## config.mk

```make
export PLATFORM = sky130hd
export DESIGN_NAME = imm_encoder
export DESIGN_NICKNAME = d
export VERILOG_FILES = /design/src/rtl/imm_encoder.sv
export SDC_FILE = /design/constraint.sdc
export NUM_CORES = 1
export LEC_CHECK = 0
export CORE_UTILIZATION = 41
export CTS_BUF_LIST = sky130_fd_sc_hd__clkbuf_4 sky130_fd_sc_hd__clkbuf_8 sky130_fd_sc_hd__clkbuf_16
export DETAILED_ROUTE_END_ITERATION = 8
export PLACE_DENSITY_LB_ADDON = 0.2
export SETUP_SLACK_MARGIN = 0.02
export SLEW_MARGIN = 10
export SYNTH_ARGS = -nofsm -noshare
export SYNTH_HDL_FRONTEND = slang
export SYNTH_SLANG_ARGS = --single-unit
```

## constraint.sdc

```tcl
create_clock -name clk -period 1.85 [get_ports clk]
set_input_delay 0.37 -clock clk [delete_from_list [all_inputs] [get_ports clk]]
set_output_delay 0.37 -clock clk [all_outputs]
set_load 0.005 [all_outputs]
```

## src/rtl/imm_encoder.sv

```systemverilog
// Packs a signed immediate into the I/S/B/J fields of an instruction word, with range/alignment checks and error status.
// One-cycle latency through a valid/ready output register; IMM_ENC_SAT_EN selects clamping instead of truncation.
module imm_encoder #(
    parameter int Width  = 32,
    parameter int ADDR_W = 10,
    parameter int ERR_W  = 8
) (
    input  logic              clk,
    input  logic              reset,
    input  logic              in_valid,
    output logic              in_ready,
    input  logic [1:0]        immsrc,
    input  logic [Width-1:0]  base,
    input  logic [Width-1:0]  imm,
    output logic              out_valid,
    input  logic              out_ready,
    output logic [Width-1:0]  instr,
    output logic              out_err,
    output logic [ADDR_W-1:0] out_addr,
    output logic              err_sticky,
    output logic [ADDR_W-1:0] err_addr,
    output logic [ERR_W-1:0]  err_cnt
);

    localparam logic [1:0] FMT_I = 2'b00;
    localparam logic [1:0] FMT_S = 2'b01;
    localparam logic [1:0] FMT_B = 2'b10;

    logic              valid_q, valid_d;
    logic [Width-1:0]  instr_q, instr_d;
    logic              err_q, err_d;
    logic [ADDR_W-1:0] addr_q, addr_d;
    logic              sticky_q, sticky_d;
    logic [ADDR_W-1:0] eaddr_q, eaddr_d;
    logic [ERR_W-1:0]  cnt_q, cnt_d;

    logic              in_hs, out_hs;
    logic              range_err, mis_err;
    logic [20:0]       imm_eff;

    assign in_ready = !valid_q || out_ready;
    assign in_hs    = in_valid && in_ready;
    assign out_hs   = valid_q && out_ready;

    // Range means the bits above the format's sign bit are a pure sign extension.
    always_comb begin
        range_err = 1'b0;
        mis_err   = 1'b0;
        case (immsrc)
            FMT_I, FMT_S: range_err = !((&imm[31:11]) || !(|imm[31:11]));
            FMT_B: begin
                range_err = !((&imm[31:12]) || !(|imm[31:12]));
                mis_err   = imm[0];
            end
            default: begin
                range_err = !((&imm[31:20]) || !(|imm[31:20]));
                mis_err   = imm[0];
            end
        endcase
    end

    always_comb begin
        imm_eff = imm[20:0];
`ifdef IMM_ENC_SAT_EN
        // B/J positive limits are even so the dropped bit 0 loses nothing.
        if (range_err) begin
            case (immsrc)
                FMT_I, FMT_S: imm_eff = imm[31] ? 21'h1F_F800 : 21'h00_07FF;
                FMT_B:        imm_eff = imm[31] ? 21'h1F_F000 : 21'h00_0FFE;
                default:      imm_eff = imm[31] ? 21'h10_0000 : 21'h0F_FFFE;
            endcase
        end
`endif
    end

    always_comb begin
        instr_d = base;
        case (immsrc)
            FMT_I: instr_d[31:20] = imm_eff[11:0];
            FMT_S: begin
                instr_d[31:25] = imm_eff[11:5];
                instr_d[11:7]  = imm_eff[4:0];
            end
            FMT_B: begin
                instr_d[31]    = imm_eff[12];
                instr_d[30:25] = imm_eff[10:5];
                instr_d[11:8]  = imm_eff[4:1];
                instr_d[7]     = imm_eff[11];
            end
            default: begin
                instr_d[31]    = imm_eff[20];
                instr_d[30:21] = imm_eff[10:1];
                instr_d[20]    = imm_eff[11];
                instr_d[19:12] = imm_eff[19:12];
            end
        endcase
        err_d = range_err || mis_err;
    end

    always_comb begin
        valid_d  = valid_q;
        addr_d   = addr_q;
        sticky_d = sticky_q;
        eaddr_d  = eaddr_q;
        cnt_d    = cnt_q;
        if (in_hs) begin
            valid_d = 1'b1;
        end else if (out_hs) begin
            valid_d = 1'b0;
        end
        // Status follows the word leaving, so a word accepted alongside sees the new address.
        if (out_hs) begin
            addr_d = addr_q + ADDR_W'(1);
            if (err_q) begin
                if (cnt_q != '1) begin
                    cnt_d = cnt_q + ERR_W'(1);
                end
                if (!sticky_q) begin
                    sticky_d = 1'b1;
                    eaddr_d  = addr_q;
                end
            end
        end
    end

    always_ff @(posedge clk) begin
        if (reset) begin
            valid_q  <= 1'b0;
            instr_q  <= '0;
            err_q    <= 1'b0;
            addr_q   <= '0;
            sticky_q <= 1'b0;
            eaddr_q  <= '0;
            cnt_q    <= '0;
        end else begin
            valid_q  <= valid_d;
            addr_q   <= addr_d;
            sticky_q <= sticky_d;
            eaddr_q  <= eaddr_d;
            cnt_q    <= cnt_d;
            if (in_hs) begin
                instr_q <= instr_d;
                err_q   <= err_d;
            end
        end
    end

    assign out_valid  = valid_q;
    assign instr      = instr_q;
    assign out_err    = err_q;
    assign out_addr   = addr_q;
    assign err_sticky = sticky_q;
    assign err_addr   = eaddr_q;
    assign err_cnt    = cnt_q;

endmodule

```

# == Yosys cells after proc, flatten, opt, wreduce, memory -nomap -nowiden ==
# Cells that the tools add are included.
# op_classes
add_sub_neg,2
n_eq_ne,3
muxes,8
bitwise_logic,1
reduce_logical,28
# op_table
op,n
$reduce_and 21->1,1
$reduce_or 21->1,1
$pmux 5 s2,2
$reduce_and 20->1,1
$reduce_or 20->1,1
$pmux 7 s2,1
$reduce_and 12->1,1
$reduce_or 12->1,1
$add 10x1->10 const B,1
$add 8x1->8 const B,1
$mux 8,1
$ne 8x8->1 const B,1
$logic_not 1->1,7
$reduce_and 3->1,2
$logic_or 1x1->1,5
$reduce_or 2->1,2
$mux 1,3
$reduce_or 3->1,1
$eq 2x1->1 const B,1
$eq 2x2->1 const B,1
$logic_and 1x1->1,2
$logic_not 2->1,1
$pmux 1 s2,1
$reduce_and 2->1,1
other kinds (2),2
# word_totals
regBits,63
inputBits,70
out_inout_bits,64
word_cells,49

# == Logic depth before layout (Yosys ltp) ==
# Gate-level depths: netlist of run 1.
# depth
ltp_word,6
ltp_mapped,7
mapped_depth_nobuf,6

# == Worst setup path before layout of run 1 ==
# OpenSTA, ideal clock, no wires.
# synth_path
kind,input to register
start,input immsrc[0]
end,register instr_q[21] (netlist: instr[21])
setup_time_ns,0.136
arrival_ns,1.319
t_required_ns,1.714
path_slack_ns,0.395
path_stages,6
path_buffers,1
path_cell_list,inv_1 ha_1 buf_2 nor2b_1 a221oi_1 nor3_1
# synth_via
elab_chain_len,3
word_cells_on_any_way,5
cone_classes,2 x eq/ne; 1 x mux; 2 x reduce/logical
# synth_lines
item,line,text
"start, declared",12,"input logic [1:0] immsrc,"
$eq 2x2->1 / $eq 2x1->1 (equally long branches),78,case (immsrc)
$reduce_or 2->1 (no source line),--,
$pmux 5 s2 *,78,
"end signal, assigned",142,instr_q <= instr_d;
"end, declared",30,"logic [Width-1:0] instr_q, instr_d;"
# Mark *: on every way between the ends. The rest lies on a longest branch, timed or not.
# A chain may end at the register's enable or synchronous reset.

# == Worst setup path in the final report of run 1 ==
# layout_path
start,input immsrc[0]
end,register instr_q[23] (netlist: instr[23])
# The elaborated chain is that of the path after synthesis.

==> flow_summary.ini, run 1 <==
[clock_network]
clock_sinks = 63
clk_path_buf_depth = 2
cts_htree_levels = 3
post_cts.repair.setup_buffers = 0
cts_made_buffers = 9
clkSlewWorstSetupHoldPaths_ns = 0.08
clk-insertion-delay-late_ns = 0.33
tritoncts = built
cts-root-buf = sky130_fd_sc_hd__clkbuf_8

[synth]
yosys_cell_types = 42
ys_top_cells_by_area = sky130_fd_sc_hd__dfxtp_1 44%, sky130_fd_sc_hd__nand2_1 7.8%, sky130_fd_sc_hd__a21oi_1 5.3%, sky130_fd_sc_hd__nor2_1 4.7%, sky130_fd_sc_hd__a211oi_2 3.5%
async_reset_ff_share_pct = 0
postSynthAreaPerCell_um2 = 8.56
post-synth-top-area-fraction_pct = 44.2
syn-instance-count = 333
ys.flop_type = sky130_fd_sc_hd__dfxtp_1
synthesis.nets = 409
ys_seq_area_share_pct = 44.2
synth_area_um2 = 2850
synth-edff-count = 0
synth.ff_latch_count = 63
yosysWarningCount = 0
synth_top_cell_by_area = sky130_fd_sc_hd__dfxtp_1

[placed_design]
place_worst_setup_slack_ns = -0.264
post-dp-hpwl_mm = 5.69
gp_routability_congestion = 0.772
quantity_of_i_o_buffers_inserted_on_ports = 126

[timing]
postLayoutSetupSlackWorst_ns = 0.0630
timing.fmax_mhz = 560
grt_setup_unrepaired = yes
slew_headroom_pct = 72.3
final_period_minus_worst_setup_slack_ns = 1.79
report.final.hold_viol_count = 0
clock_skew_ns = 0.0115
timing_max_transition_violations_final = 0
timing_worst_slew_pin_value_ns = 0.416
post_route_fraction_of_the_period_consumed_by_the_critical_path_pct = 96.6
setup-violations-final = 0

[global_route]
first_pass_grt_wire_length_mm = 13.0
grt_antenna_before_repair = 0
grt.overflow.total = 0
first_global_vias = 2850
grt_start_max_net_pins = 35
global_route.usage.total_pct = 22.4

[min_path]
worstHoldPathType = input port to flop
whs_endpoint = err_cnt[5]
holdPathStages = 2
holdCritStartpoint = reset

[die]
design.portCount = 134
die_x_um = 85.4
core_region_area_um2 = 6760
initial_utilization_pct = 42.2
die_area_um2 = 7290
fp-row-count = 30
chip_height_um = 85.4

[drt]
violation_count_after_the_first_detailed_routing_iteration = 60
routed_wl_mm = 7.66
antenna_left = 0
first_pass_iters = 4
remaining_drc_errors = 0
routedWlPerCell_um = 13.7
vias = 2889
via_per_inst = 5.19

[setup_path]
top_fanout_value_on_the_critical_path = 5
crit_path_end_kind = flop
r2r_slack_ns = 0.34
critical_path.reg2reg.endpoint = err_cnt[7]
r2r-start = err_cnt[0]
worstSetupPathType = input port to flop
ff2ff_path_depth = 6
critical_path_startpoint_category = input port
worstPathRequired_ns = 2.05
critical_path_arrival_ns = 1.99

[power]
max-vdd-ir-drop_v = 0.000443
power_per_cell_area_nw_per_um2 = 711
p_leak_uw = 0.00168
power.total_uw = 3180

[layout]
share_of_post_route_cells_with_drive_strength_above_1_pct = 11.1
nNetsFinal = 548
layout-area-overhead-vs-synth_pct = 56.9
antenna-diode-count = 0

[job]
max_cap_violations = 0

[status]
run_status = finished, final reports clean
how the worst max path moves through the flow:
stage / end / cells after the start / startpoint
finish: instr[23] / 6 / immsrc[0]
CTS: out_valid / 1 / out_valid
global placement: out_err / 7 / immsrc[0]
floorplan: instr[21] / 6 / immsrc[0]
detailed placement: instr[23] / 6 / immsrc[0]
global route: out_err / 8 / immsrc[0]
through the flow:
step | TNS [ns] | hold slack [ns] | cell area (µm²) | std cells | util [%]
finish | 0 | 0.286 | 4470 | 557 | 66.2
global route | 0 | 0.293 | 4470 | 557 | 66.2
CTS | 0 | 0.273 | 4470 | 557 | 66.2
detailed placement | -2.47 | 0.447 | 4280 | 541 | 63.3
global placement | -1.76 | 0.442 | 4280 | 541 | 63.3
floorplan | 0 | 0.453 | 2850 | 333 | -
layer usage:
| layer | track usage, % | part of all wire, % |
|---|---|---|
| met1 | 26.0 | 44 |
| met2 | 39.8 | 50 |
| met3 | 6.23 | 5.6 |
| met4 | 7.27 | 0.94 |
| met5 | 0 | 0 |
power by group:
part	internal [µW]	leakage, µW	switching [µW]
registers	1410	0.000515	36.0
logic	320	0.00106	215
clock network	656	0.000105	543
total	2390	0.00168	795
layout by cell type (no fill, tap or decap), types with 5 or more instances in the layout:
master                            count
sky130_fd_sc_hd__nand3_1              6
sky130_fd_sc_hd__a311oi_1             5
sky130_fd_sc_hd__nor2_1              36
sky130_fd_sc_hd__xor2_1              10
sky130_fd_sc_hd__buf_4               19
sky130_fd_sc_hd__nor3_1              14
sky130_fd_sc_hd__clkbuf_8             9
sky130_fd_sc_hd__a21oi_1             30
sky130_fd_sc_hd__ha_1                 6
sky130_fd_sc_hd__mux2i_1             10
sky130_fd_sc_hd__a211oi_2             8
sky130_fd_sc_hd__clkdlybuf4s50_1    124
sky130_fd_sc_hd__inv_1                5
sky130_fd_sc_hd__dfxtp_1             62
sky130_fd_sc_hd__nor4_1               7
sky130_fd_sc_hd__nor2b_1              5
sky130_fd_sc_hd__nand4_1              7
sky130_fd_sc_hd__nand2_1             59
critical path: stages:
cell	delay (ns)
sky130_fd_sc_hd__clkdlybuf4s50_1	0.52
sky130_fd_sc_hd__inv_1	0.08
sky130_fd_sc_hd__ha_1	0.25
sky130_fd_sc_hd__or2_2	0.35
sky130_fd_sc_hd__a221oi_1	0.33
sky130_fd_sc_hd__nor3_1	0.09
Yosys cell counts, drive strengths merged (6+ instances only):
cell / count
nor2: 36
nand3: 6
nor3: 14
ha: 6
dfxtp: 63
clkbuf: 7
nand2: 59
mux2i: 10
a21oi: 30
xor2: 10
nor4: 7
a211oi: 8
buf: 12
nand4: 7
layout make-up:
type                    count  area (µm²)
clock buffers              11         139
clock inverters             5        57.6
fillers                   579        2280
inverters                   5        18.8
multi-input cells         246        1460
flip-flops and latches     63        1260
well taps                  80         100
repair buffers            147        1440
sequential cells by signal, indices dropped and copies added (netlist names):
| name | count |
|---|---|
| instr | 32 |
| err_addr | 10 |
| out_addr | 10 |
| err_cnt | 8 |
| err_sticky | 1 |
| out_err | 1 |
| out_valid | 1 |
repair_timing:
| action | in CTS | in global routing |
|---|---|---|
| hold buffers | 0 | 0 |
| hold endpoints to repair | 0 | 0 |
| setup endpoints to repair | 1 | 2 |
| gates resized for setup | 1 | 2 |
logic make-up after synthesis:
| kind of cell | share of synthesized area, % |
|---|---|
| flops | 44.2 |
| mux | 3.51 |
| buf+inv | 4.61 |
| fa+ha+maj | 2.63 |
| compound gates | 16.6 |
| simple gates | 24.4 |
| xor+xnor | 3.99 |
Note: power is estimated with default switching activity, not from simulation.
==> run 2: changes to the inputs <==
--- a/config.mk
+++ b/config.mk
@@ -6,7 +6,6 @@
 export NUM_CORES = 1
 export LEC_CHECK = 0
 export CORE_UTILIZATION = 41
-export CTS_BUF_LIST = sky130_fd_sc_hd__clkbuf_4 sky130_fd_sc_hd__clkbuf_8 sky130_fd_sc_hd__clkbuf_16
 export DETAILED_ROUTE_END_ITERATION = 8
 export PLACE_DENSITY_LB_ADDON = 0.2
 export SETUP_SLACK_MARGIN = 0.02
==> run 2 against run 1 <==
Net effect: final cell count unchanged; clock-buffer cell count did not move; hold slack about the same; non-clock buffer count stayed put; clock skew decreased by 0.0010 ns; critical path type unchanged; critical endpoint unchanged; largest cell class unchanged.
==> flow_summary.ini, run 2 (same netlist as run 1, synthesis figures left out) <==
[global_route]
grt_antenna_before_repair = 0
grt_start_max_net_pins = 35
first_global_vias = 2836
grt.overflow.total = 0
first_pass_grt_wire_length_mm = 12.9
global_route.usage.total_pct = 22.3

[clock_network]
cts-root-buf = sky130_fd_sc_hd__clkbuf_8
clk-insertion-delay-late_ns = 0.33
tritoncts = built
clk_path_buf_depth = 2
cts_made_buffers = 9
cts.hold.buffers_added = 0
cts_htree_levels = 3
clkSlewWorstSetupHoldPaths_ns = 0.08
post_cts.repair.setup_buffers = 0
clock_sinks = 63

[drt]
routed_wl_mm = 7.59
antenna_left = 0
vias = 2868
first_pass_iters = 4
violation_count_after_the_first_detailed_routing_iteration = 57
remaining_drc_errors = 0
routedWlPerCell_um = 13.6
via_per_inst = 5.15

[die]
initial_utilization_pct = 42.2
die_x_um = 85.4
fp-row-count = 30
die_area_um2 = 7290
design.portCount = 134
chip_height_um = 85.4
core_region_area_um2 = 6760

[setup_path]
critical_path_arrival_ns = 1.98
crit_path_end_kind = flop
worstSetupPathType = input port to flop
worstPathRequired_ns = 2.05
r2r-start = err_cnt[0]
ff2ff_path_depth = 6
top_fanout_value_on_the_critical_path = 5
r2r_slack_ns = 0.36
critical_path.reg2reg.endpoint = err_cnt[7]
critical_path_startpoint_category = input port

[power]
combPwrFrac_pct = 17.0
max-vdd-ir-drop_v = 0.000443
cellInternalPower_uw = 2360
power.share.switching_pct = 25.1
power.total_uw = 3150
power.clock.fraction_pct = 37.0
p_sw_uw = 789
power_frac_seq_pct = 46.0
power_per_cell_area_nw_per_um2 = 705
p_leak_uw = 0.00167

[timing]
grt_setup_unrepaired = yes
worst_hold_slack_ns = 0.286
setup-violations-final = 0
clock_skew_ns = 0.0105
timing_max_transition_violations_final = 0
post_route_fraction_of_the_period_consumed_by_the_critical_path_pct = 96.2
timing_worst_slew_pin_value_ns = 0.416
timing.fmax_mhz = 562
report.final.hold_viol_count = 0
final_period_minus_worst_setup_slack_ns = 1.78
slew_headroom_pct = 72.2

[placed_design]
post-dp-hpwl_mm = 5.69
place.detailed.instances = 541
quantity_of_i_o_buffers_inserted_on_ports = 126
gp_routability_congestion = 0.772

[layout]
layout.cells.non_filler = 557
final_util_pct = 66.1
layout-area-overhead-vs-synth_pct = 56.6
share_of_post_route_cells_with_drive_strength_above_1_pct = 10.7
most-common-layout-cells = 124 x sky130_fd_sc_hd__clkdlybuf4s50_1, 62 x sky130_fd_sc_hd__dfxtp_1, 59 x sky130_fd_sc_hd__nand2_1
nNetsFinal = 548
antenna-diode-count = 0
most_common_library_cell_in_the_layout_ignoring_fill_and_taps = sky130_fd_sc_hd__clkdlybuf4s50_1
largest_register_ffs = 32

[min_path]
holdCritStartpoint = reset
worstHoldPathType = input port to flop
whs_endpoint = err_cnt[3]
holdPathStages = 2

[job]
max_cap_violations = 0

[status]
run_status = finished, final reports clean
## run 2: through the flow
step / TNS, ns / cell area [µm²] / worst slack [ns]
floorplan: 0 / 2850 / 0.395
detailed placement: -2.47 / 4280 / -0.264
finish: 0 / 4470 / 0.0702
global route: 0 / 4470 / 0.0110
CTS: 0 / 4470 / 0.0762
global placement: -1.76 / 4280 / -0.222
## run 2: power groups by stage
stage	logic, µW	clock network [µW]	registers, µW
floorplan	209	0	1480
global placement	527	0	1480
detailed placement	538	0	1480
CTS	540	1190	1450
global route	584	1260	1460
finish	534	1160	1450
## run 2: area by class of cell
cell class / instances / area [µm²]
fill: 576 / 2290
sequential: 63 / 1260
clock inverter: 5 / 57.6
multi-input combinational: 246 / 1460
clock buffer: 11 / 131
timing repair buffer: 147 / 1440
inverter: 5 / 18.8
tap: 80 / 100
## run 2: repair_timing
item | 4_1_cts | 5_1_grt
endpoints found under the setup margin | 1 | 2
pin swaps | 0 | 0
resized for setup | 1 | 2
gates cloned | 0 | 0
## run 2: how the worst max path moves through the flow
stage / from / to / slack [ns] / depth (start not counted)
3_5_place_dp: immsrc[0] / instr[23] / -0.26 / 6
2_1_floorplan: immsrc[0] / instr[21] / 0.39 / 6
4_1_cts: out_valid / out_valid / 0.08 / 1
3_3_place_gp: immsrc[0] / out_err / -0.22 / 7
6_report: immsrc[0] / instr[23] / 0.07 / 6
5_1_grt: immsrc[0] / out_err / 0.01 / 8
## run 2: routing by layer
layer	track usage, %	vias to the layer above	share of wire, %
li1	-	1457	-
met1	26.1	1328	44
met3	6.23	6	5.6
met4	7.27	0	0.90
met5	0	-	0
met2	39.5	77	50
## run 2: worst max-delay path, stage by stage
cell and delay, ns:
sky130_fd_sc_hd__clkdlybuf4s50_1 0.52, sky130_fd_sc_hd__inv_1 0.08, sky130_fd_sc_hd__ha_1 0.25, sky130_fd_sc_hd__or2_2 0.35
sky130_fd_sc_hd__a221oi_1 0.33, sky130_fd_sc_hd__nor3_1 0.09
